<file path="src/rtl/fetch_sequencer_pkg.sv">
// Shared types and opcode-bit positions for the fetch sequencer.
package fetch_sequencer_pkg;

  localparam int unsigned PC_W        = 16;
  localparam int unsigned STORE_BIT   = 15;
  localparam int unsigned FLOW_BIT    = 14;
  localparam int unsigned CORESEL_BIT = 13;

  typedef enum logic [1:0] {
    IDLE  = 2'd0,
    FETCH = 2'd1,
    EXEC  = 2'd2
  } state_t;

  // Flow-control encodings of {STORE_BIT, FLOW_BIT}.
  localparam logic [1:0] OP_CALL = 2'b01;
  localparam logic [1:0] OP_RET  = 2'b11;

endpackage

</file>
<file path="src/rtl/fetch_sequencer_pc_next_sel.sv">
// Program-counter next-value mux: call target, return address or modulo increment.
module pc_next_sel
  import fetch_sequencer_pkg::*;
(
  input  logic [1:0]      i_op,
  input  logic [PC_W-1:0] i_pc,
  input  logic [PC_W-1:0] i_target,
  input  logic [PC_W-1:0] i_stack,
  output logic [PC_W-1:0] o_pc_next
);

  always_comb begin
    o_pc_next = i_pc + 16'd1;
    case (i_op)
      OP_CALL: o_pc_next = i_target;
      OP_RET:  o_pc_next = i_stack;
      default: o_pc_next = i_pc + 16'd1;
    endcase
  end

endmodule

</file>
<file path="src/rtl/fetch_sequencer.sv">
// Two-cycle FETCH/EXEC instruction sequencer with call/return PC control.
module fetch_sequencer
  import fetch_sequencer_pkg::*;
(
  input  logic            clk,
  input  logic            reset_n,
  input  logic            run,
  input  logic [15:0]     imem_data,
  input  logic [16:0]     dataout_address_and_condition,
  input  logic [15:0]     stack_out,
  output logic [15:0]     imem_addr,
  output logic [15:0]     count_out,
  output logic [15:0]     ram8_out,
  output logic            instr_valid,
  output logic            busy
);

  state_t          r_state;
  logic [PC_W-1:0] r_pc;
  logic [15:0]     r_ir;
  logic            r_valid;
  logic            r_busy;
  logic [PC_W-1:0] w_pc_next;
  logic            w_unused_cond;

  // The condition bit only feeds the downstream stack push value.
  assign w_unused_cond = dataout_address_and_condition[16];

  pc_next_sel u_pc_next_sel (
    .i_op      ({r_ir[STORE_BIT], r_ir[FLOW_BIT]}),
    .i_pc      (r_pc),
    .i_target  (dataout_address_and_condition[15:0]),
    .i_stack   (stack_out),
    .o_pc_next (w_pc_next)
  );

  always_ff @(posedge clk or negedge reset_n) begin
    if (!reset_n) begin
      r_state <= IDLE;
      r_pc    <= '0;
      r_ir    <= '0;
      r_valid <= 1'b0;
      r_busy  <= 1'b0;
    end else begin
      case (r_state)
        IDLE: begin
          if (run) begin
            r_state <= FETCH;
            r_busy  <= 1'b1;
          end
        end
        FETCH: begin
          r_state <= EXEC;
          r_ir    <= imem_data;
          r_valid <= 1'b1;
        end
        EXEC: begin
          r_pc    <= w_pc_next;
          r_valid <= 1'b0;
          if (run) begin
            r_state <= FETCH;
          end else begin
            r_state <= IDLE;
            r_busy  <= 1'b0;
          end
        end
        default: begin
          r_state <= IDLE;
          r_valid <= 1'b0;
          r_busy  <= 1'b0;
        end
      endcase
    end
  end

  assign imem_addr   = r_pc;
  assign count_out   = r_pc;
  assign ram8_out    = r_ir;
  assign instr_valid = r_valid;
  assign busy        = r_busy;

endmodule

</file>
<file path="config.mk">
export PLATFORM = sky130hd
export DESIGN_NAME = fetch_sequencer
export DESIGN_NICKNAME = d
export VERILOG_FILES = /design/src/rtl/fetch_sequencer_pkg.sv /design/src/rtl/fetch_sequencer_pc_next_sel.sv /design/src/rtl/fetch_sequencer.sv
export SDC_FILE = /design/constraint.sdc
export NUM_CORES = 1
export LEC_CHECK = 0
export ABC_AREA = 1
export CAP_MARGIN = 20
export CORE_MARGIN = 4
export CORE_UTILIZATION = 45
export DETAILED_ROUTE_END_ITERATION = 8
export PLACE_DENSITY = 0.87
export SLEW_MARGIN = 10
export SYNTH_ARGS = -nofsm -noshare
export SYNTH_HDL_FRONTEND = slang
export SYNTH_SLANG_ARGS = --single-unit
export TNS_END_PERCENT = 50
</file>
<file path="constraint.sdc">
create_clock -name clk -period 4 [get_ports clk]
set_input_delay 0.6 -clock clk [delete_from_list [all_inputs] [get_ports clk]]
set_output_delay 0.6 -clock clk [all_outputs]
set_load 0.005 [all_outputs]
</file>
; ---- Word level (Yosys, flattened, before mapping)
; Cells that the tools add are included.
[word_totals]
regBits = 36
latchBits = 0
ramBits = 0
rom_bits = 0
in_bits = 52
elab_cells = 23
memories = 0
[classes]
add_sub_neg = 1
mul = 0
div = 0
magnitude_cmp = 0
n_eq_ne = 6
n_shift = 0
muxes = 8
bitwise_logic = 1
reduce_logical = 2
[op_table]
columns = operator, n
row1 = $pmux W16 S2, 1
row2 = $add A16 B1 Y16 const B, 1
row3 = $pmux W2 S3, 1
row4 = $eq A2 B1 Y1 const B, 2
row5 = $eq A2 B2 Y1 const B, 2
row6 = $ne A2 B2 Y1 const B, 2
row7 = $mux W1, 3
row8 = $pmux W1 S3, 1
row9 = $reduce_and A3 Y1, 1
row10 = $logic_not A2 Y1, 1
row11 = $mux W2, 1
row12 = $pmux W1 S2, 1
row13 = $not A1 Y1, 1

; ---- Longest topological paths before layout
; Gate-level depths: netlist (run 1).
[depth]
ltp_word = 3
depth_mapped = 8

; ---- Hierarchy
; From an unflattened synthesis (run 1), not the netlist that was laid out.
[unflattened]
hier_cells = 326
hier_area_um2 = 2334.7
[by_module_without_submodules]
columns = mod, n_inst, cells_each, area_each_um2, seq_area_each_um2
row1 = fetch_sequencer, 1, 170, 1602.8, 900.9
row2 = pc_next_sel, 1, 156, 732.0, 0.0

; ---- Worst setup path after synthesis (run 1)
; Ideal clock, no wire load.
[synth_timing]
kind = flip-flop to flip-flop
start = register r_pc[0], in the netlist count_out[0]
end = register r_pc[4], in the netlist count_out[4]
arrival_ns = 1.201
slack_ns = 2.678
stages_incl_launch_ff = 7
n_path_buf = 0
period_less_slack_ns = 1.322
path_cell_list = dfrtp_1 > ha_1 > nand3_2 > inv_1 > or2_2 > nand3_1 > a21oi_1
[synth_between]
elab_chain_cells = 2
[synth_rtl]
columns = item, line
row1 = "start, declared", fetch_sequencer.sv:19  ; logic [PC_W-1:0] r_pc;
row2 = "start signal, assigned", fetch_sequencer.sv:58  ; r_pc <= w_pc_next;
row3 = $add A16 B1 Y16, fetch_sequencer_pc_next_sel.sv:17  ; default: o_pc_next = i_pc + 16'd1;
row4 = $pmux W16 S2, fetch_sequencer_pc_next_sel.sv:14  ; case (i_op)
; Every way passes these cells.
; A chain may end at the register's enable or synchronous reset.

; ---- Worst setup path after layout (run 1)
[layout_timing]
start = register r_ir[15], in the netlist ram8_out[15]
end = output ram8_out[15]
[layout_lines]
columns = item, line
row1 = "start, declared", fetch_sequencer.sv:20  ; logic [15:0] r_ir;
row2 = "start signal, assigned", fetch_sequencer.sv:54  ; r_ir <= imem_data;
row3 = "end, declared", fetch_sequencer.sv:13  ; output logic [15:0] ram8_out,
; No word-level cell between the ends.

==> metrics, run 1 <==
run status=finished clean; Initial Utilization=0.465; Critical Path Sink Type=output port; number of fill cells=405; area grow syn2layout=44.7%; Total GRT Usage=0.204; fraction of layout cells with a size suffix above 1=0.0714; Worst-Skew Late Latency=0.29 ns; Reg area=901 µm²; Hold Vio Cnt, Final=0; CTS tree=yes; Post-Syn Area=0.00218 mm²; pwr dens=522 mW/mm²; measured slew at the worst slew-check pin=0.786 ns; largest net degree at the start of global routing=37; setup bufs post-CTS=0; core area=0.00469 mm²; top cell type's share of synthesized area=0.413; Critical-path top delay cell=dfrtp_1; nets=430; Placed Instances=424; Pleak=1.45 nW; Die Ht=77.6 µm; I/O Pins=102; CTS root buf=clkbuf_8; CP cell instances=clkdlybuf4s50_1; first-pass detailed-route iteration total=5; RSZ-0062 raised after global routing=false; CP required=3.40 ns; max_cap viols=0; clk buf depth=2; Setup violations, final=0; critical path buffer and inverter count=1; Crit Path Max Fanout=18; DR WL/cell=13.9 µm; Die W=77.6 µm; gpl congestion=0.847; initial drt markers=128; Total Die Area=0.00602 mm²; antenna violations before repair=0; Non-Filler Instances=432; Antenna Nets Post-Route=0; Max stage delay on crit path=0.72 ns; DRC=0; Resize count post-CTS=0; Multi-input gate area=983 µm²; fin crit share=0.556; top cells by area, synth=dfrtp_1 41%, nand2_1 16%, nand3_1 9.0%, buf_4 6.2%, inv_1 4.3%; grt ovf=0; syn nets=350; drt total wl=6.01 mm; Tmin final=2.22 ns; setup TNS=0 ns; Worst Path Arrival=1.62 ns; Cells after Synth=297; H-tree depth=2; final core occ=0.672; Final Slew Violations=0; Yosys warning total=0; dominant cell type by area after synthesis=dfrtp_1; Hold-fix buffers, CTS=0; sequential area share after synthesis=0.413; Max VDD drop=268 µV; CTS Buf Count=5; fmax=0.450 GHz; IO buf count=100; WS Path Type=flip-flop to output port; global-route wire length before repair=10.0 mm; synthesized flop and latch total=36; final clock skew=0.00328 ns; syn avg cell area=7.34 µm²; clock-pin slew on the worst setup and hold paths=0.07 ns; synth unique cells=30; cell family with most CP delay=flip-flops; vias in the first global route=2250; Cell Rows=25; HPWL Detailed=4.54 mm; vias post-DR=2276; Ant. Diodes=0; DR vias/cell=5.27; Slew headroom=0.476; total clock sinks=36; worst hold path type=input pin to asynchronous set/reset pin; Worst setup SP type=flip-flop
## report_power, final
part           leakage [nW]  total (mW)  internal [mW]  switching [mW]
combinational         0.983       0.777          0.435           0.342
sequential            0.420       0.598          0.458           0.141
clock                0.0510       0.269          0.137           0.132
total                  1.45        1.65           1.03           0.615
## synthesized netlist by cell type (all sizes together)
cell type and count:
a21oi 11, a22oi 4, a31oi 13, a32oi 1, a41oi 1, buf 27, clkbuf 2, dfrtp 36
ha 1, inv 26, maj3 1, nand2 95, nand3 41, nand4 2, nor2 26, nor3 1
o21ai 5, o21bai 2, o22ai 1, or2 1
## kinds of logic after synthesis
family                   Yosys count  share of synthesized area
flip-flops                        36                      0.413
AO/OA/AOI/OAI                     38                      0.109
adder cells (fa/ha/maj)            2                     0.0103
buffers and inverters             55                      0.135
AND/OR/NAND/NOR                  166                      0.332
## flip-flops by register name, summed over array words and instances (netlist names)
name and flops:
instr_valid 1, busy 1, count_out 16, ram8_out 16, r_state 2
## worst paths after layout
kind / startpoint / endpoint / slack [ns] / depth (start not counted)
setup / recovery: ram8_out[15] / ram8_out[15] / 1.78 / 1
hold / removal: reset_n / count_out[4] / 0.39 / 1
setup reg to reg: r_state[0] / count_out[8] / 2.25 / 6
hold reg to reg: r_state[0] / r_state[0] / 0.44 / 1
max in group asynchronous: reset_n / count_out[14] / 3.11 / 1
min in group clk: r_state[0] / r_state[0] / 0.44 / 1
## cell type report
cell class / count / area share
sequential: 36 / 0.286
multi-input combinational: 206 / 0.312
clock inverter: 2 / 0.00317
clock buffer: 6 / 0.0262
inverter: 26 / 0.0310
timing repair buffer: 102 / 0.321
tap: 54 / 0.0214
## cell usage in the layout (no fill, tap or decap), drive strengths merged, types with 2 or more instances in the layout
master,count
clkbuf,6
nand3,41
o21ai,5
a21oi,11
clkinv,2
nand4,2
nor2,26
buf,3
dfrtp,36
nand2,95
a31oi,13
a22oi,4
o21bai,2
clkdlybuf4s50,99
inv,26
## stage by stage
stage | power, mW | worst slack [ns] | area (µm²) | hold WS [ns]
after floorplan | 1.02 | 2.68 | 2180 | 0.304
after global placement | 1.35 | 2.10 | 3060 | 0.429
after detailed placement | 1.38 | 2.09 | 3060 | 0.435
after CTS | 1.66 | 1.77 | 3150 | 0.417
after global routing | 1.77 | 1.68 | 3150 | 0.460
final | 1.65 | 1.78 | 3150 | 0.387
## layer usage
layer,vias to the layer above,track usage,share of wire
li1,1108,-,-
met1,1052,0.242,0.40
met2,100,0.337,0.48
met3,16,0.0708,0.099
met4,0,0.0765,0.019
met5,-,0,0
No activity file was read; power rests on OpenSTA's default activity.
==> run 2, diff against run 1 <==
CORE_UTILIZATION = 37   (was 45)
PLACE_DENSITY = 0.76   (was 0.87)
clock period = 2 ns   (was 4 ns; I/O delays follow)
==> run 2 against run 1 <==
Net effect:
- power grew 96%
- final area grew 0.71%
- register-to-register slack lost 1.8 ns
- largest cell class unchanged
- final cell count grew 4.4%
==> metrics, run 2 (synthesized netlist as in run 1, its figures left out) <==
run status=finished clean; Die Ht=84.8 µm; Initial Utilization=0.389; RSZ-0062 raised after global routing=false; Place WS=0.425 ns; commonest non-fill, non-tap cell in the layout=clkdlybuf4s50_1; clock-pin slew on the worst setup and hold paths=0.07 ns; grt ovf=0; Crit Path Max Fanout=10; fmax=0.589 GHz; Pleak=1.45 nW; Total GRT Usage=0.173; setup bufs post-CTS=0; CP required=1.70 ns; setup TNS=0 ns; Slew headroom=0.455; first-pass detailed-route iteration total=4; Ant. Diodes=0; Total Die Area=0.00718 mm²; vias in the first global route=2222; I/O Pins=102; vias post-DR=2210; max_cap viols=0; drt total wl=6.02 mm; total clock sinks=36; cell family with most CP delay=buffers and inverters; Hold Vio Cnt, Final=0; clk buf depth=2; H-tree depth=2; CTS Buf Count=5; Antenna Nets Post-Route=0; measured slew at the worst slew-check pin=0.818 ns; CTS tree=yes; HPWL Detailed=4.63 mm; Resize count post-CTS=0; Hold-fix buffers, CTS=0; area grow syn2layout=45.7%; Max stage delay on crit path=0.57 ns; Critical-path top delay cell=clkdlybuf4s50_1; Setup violations, final=0; WS Path Type=flip-flop to output port; DR vias/cell=4.90; final clock skew=0.00749 ns; DR WL/cell=13.3 µm; pwr dens=1020 mW/mm²; Worst Path Arrival=1.40 ns; Final Slew Violations=0; gpl congestion=0.869; Worst setup SP type=flip-flop; fraction of layout cells with a size suffix above 1=0.0712; commonest non-fill, non-tap cells in the layout=99 x clkdlybuf4s50_1, 92 x nand2_1, 39 x nand3_1, 36 x dfrtp_1, 25 x inv_1; CP cell instances=clkdlybuf4s50_1; core area=0.00561 mm²; Critical Path Sink Type=output port; largest net degree at the start of global routing=37; antenna violations before repair=0; CTS root buf=clkbuf_8; Die W=84.8 µm; worst setup slack after layout=0.302 ns; nets=432; final core occ=0.566; Tmin final=1.70 ns; fin crit share=0.849; initial drt markers=129; global-route wire length before repair=10.1 mm; critical path buffer and inverter count=1; Max VDD drop=426 µV; IO buf count=100; DRC=0; worst hold path type=input pin to asynchronous set/reset pin; Cell Rows=27; Worst-Skew Late Latency=0.28 ns
run 2: cell count changes in the layout (fill, tap and decap cells not counted), sizes merged:
cell	before	now
buf	3	5
clkinv	2	1
run 2: area by class of cell:
cell class                 count  area (µm²)
fill                         538        2430
tap                           72        90.1
inverter                      26        97.6
sequential                    36         901
multi-input combinational    206         983
clock buffer                   6        72.6
timing repair buffer         104        1030
clock inverter                 1        5.00
run 2: power by group:
part,total (mW),switching (mW),internal (mW)
clock,0.489,0.252,0.237
sequential,1.18,0.266,0.916
combinational,1.55,0.676,0.877
total,3.22,1.19,2.03
run 2: path summary, 6_finish.rpt:
kind / start / endpoint / slack [ns] / cells after the start
setup / recovery: ram8_out[15] / ram8_out[15] / 0.30 / 1
max in group asynchronous: reset_n / instr_valid / 1.38 / 1
min in group clk: r_state[0] / r_state[0] / 0.44 / 1
hold reg to reg: r_state[0] / r_state[0] / 0.44 / 1
setup reg to reg: r_state[0] / count_out[10] / 0.42 / 7
hold / removal: reset_n / count_out[8] / 0.10 / 1
run 2: per-stage QoR:
step	instance area (µm²)	total power [mW]	std cells	hold slack (ns)
2_1_floorplan	2180	2.04	297	0.00441
3_3_place_gp	3100	2.73	444	0.428
3_5_place_dp	3100	2.77	444	0.432
4_1_cts	3180	3.27	451	0.130
5_1_grt	3180	3.50	451	0.174
6_report	3180	3.22	451	0.104
run 2: metal layers:
metal | part of all wire | track usage
met2 | 0.49 | 0.298
met4 | 0.0091 | 0.0446
met1 | 0.40 | 0.191
met3 | 0.10 | 0.0824
met5 | 0 | 0
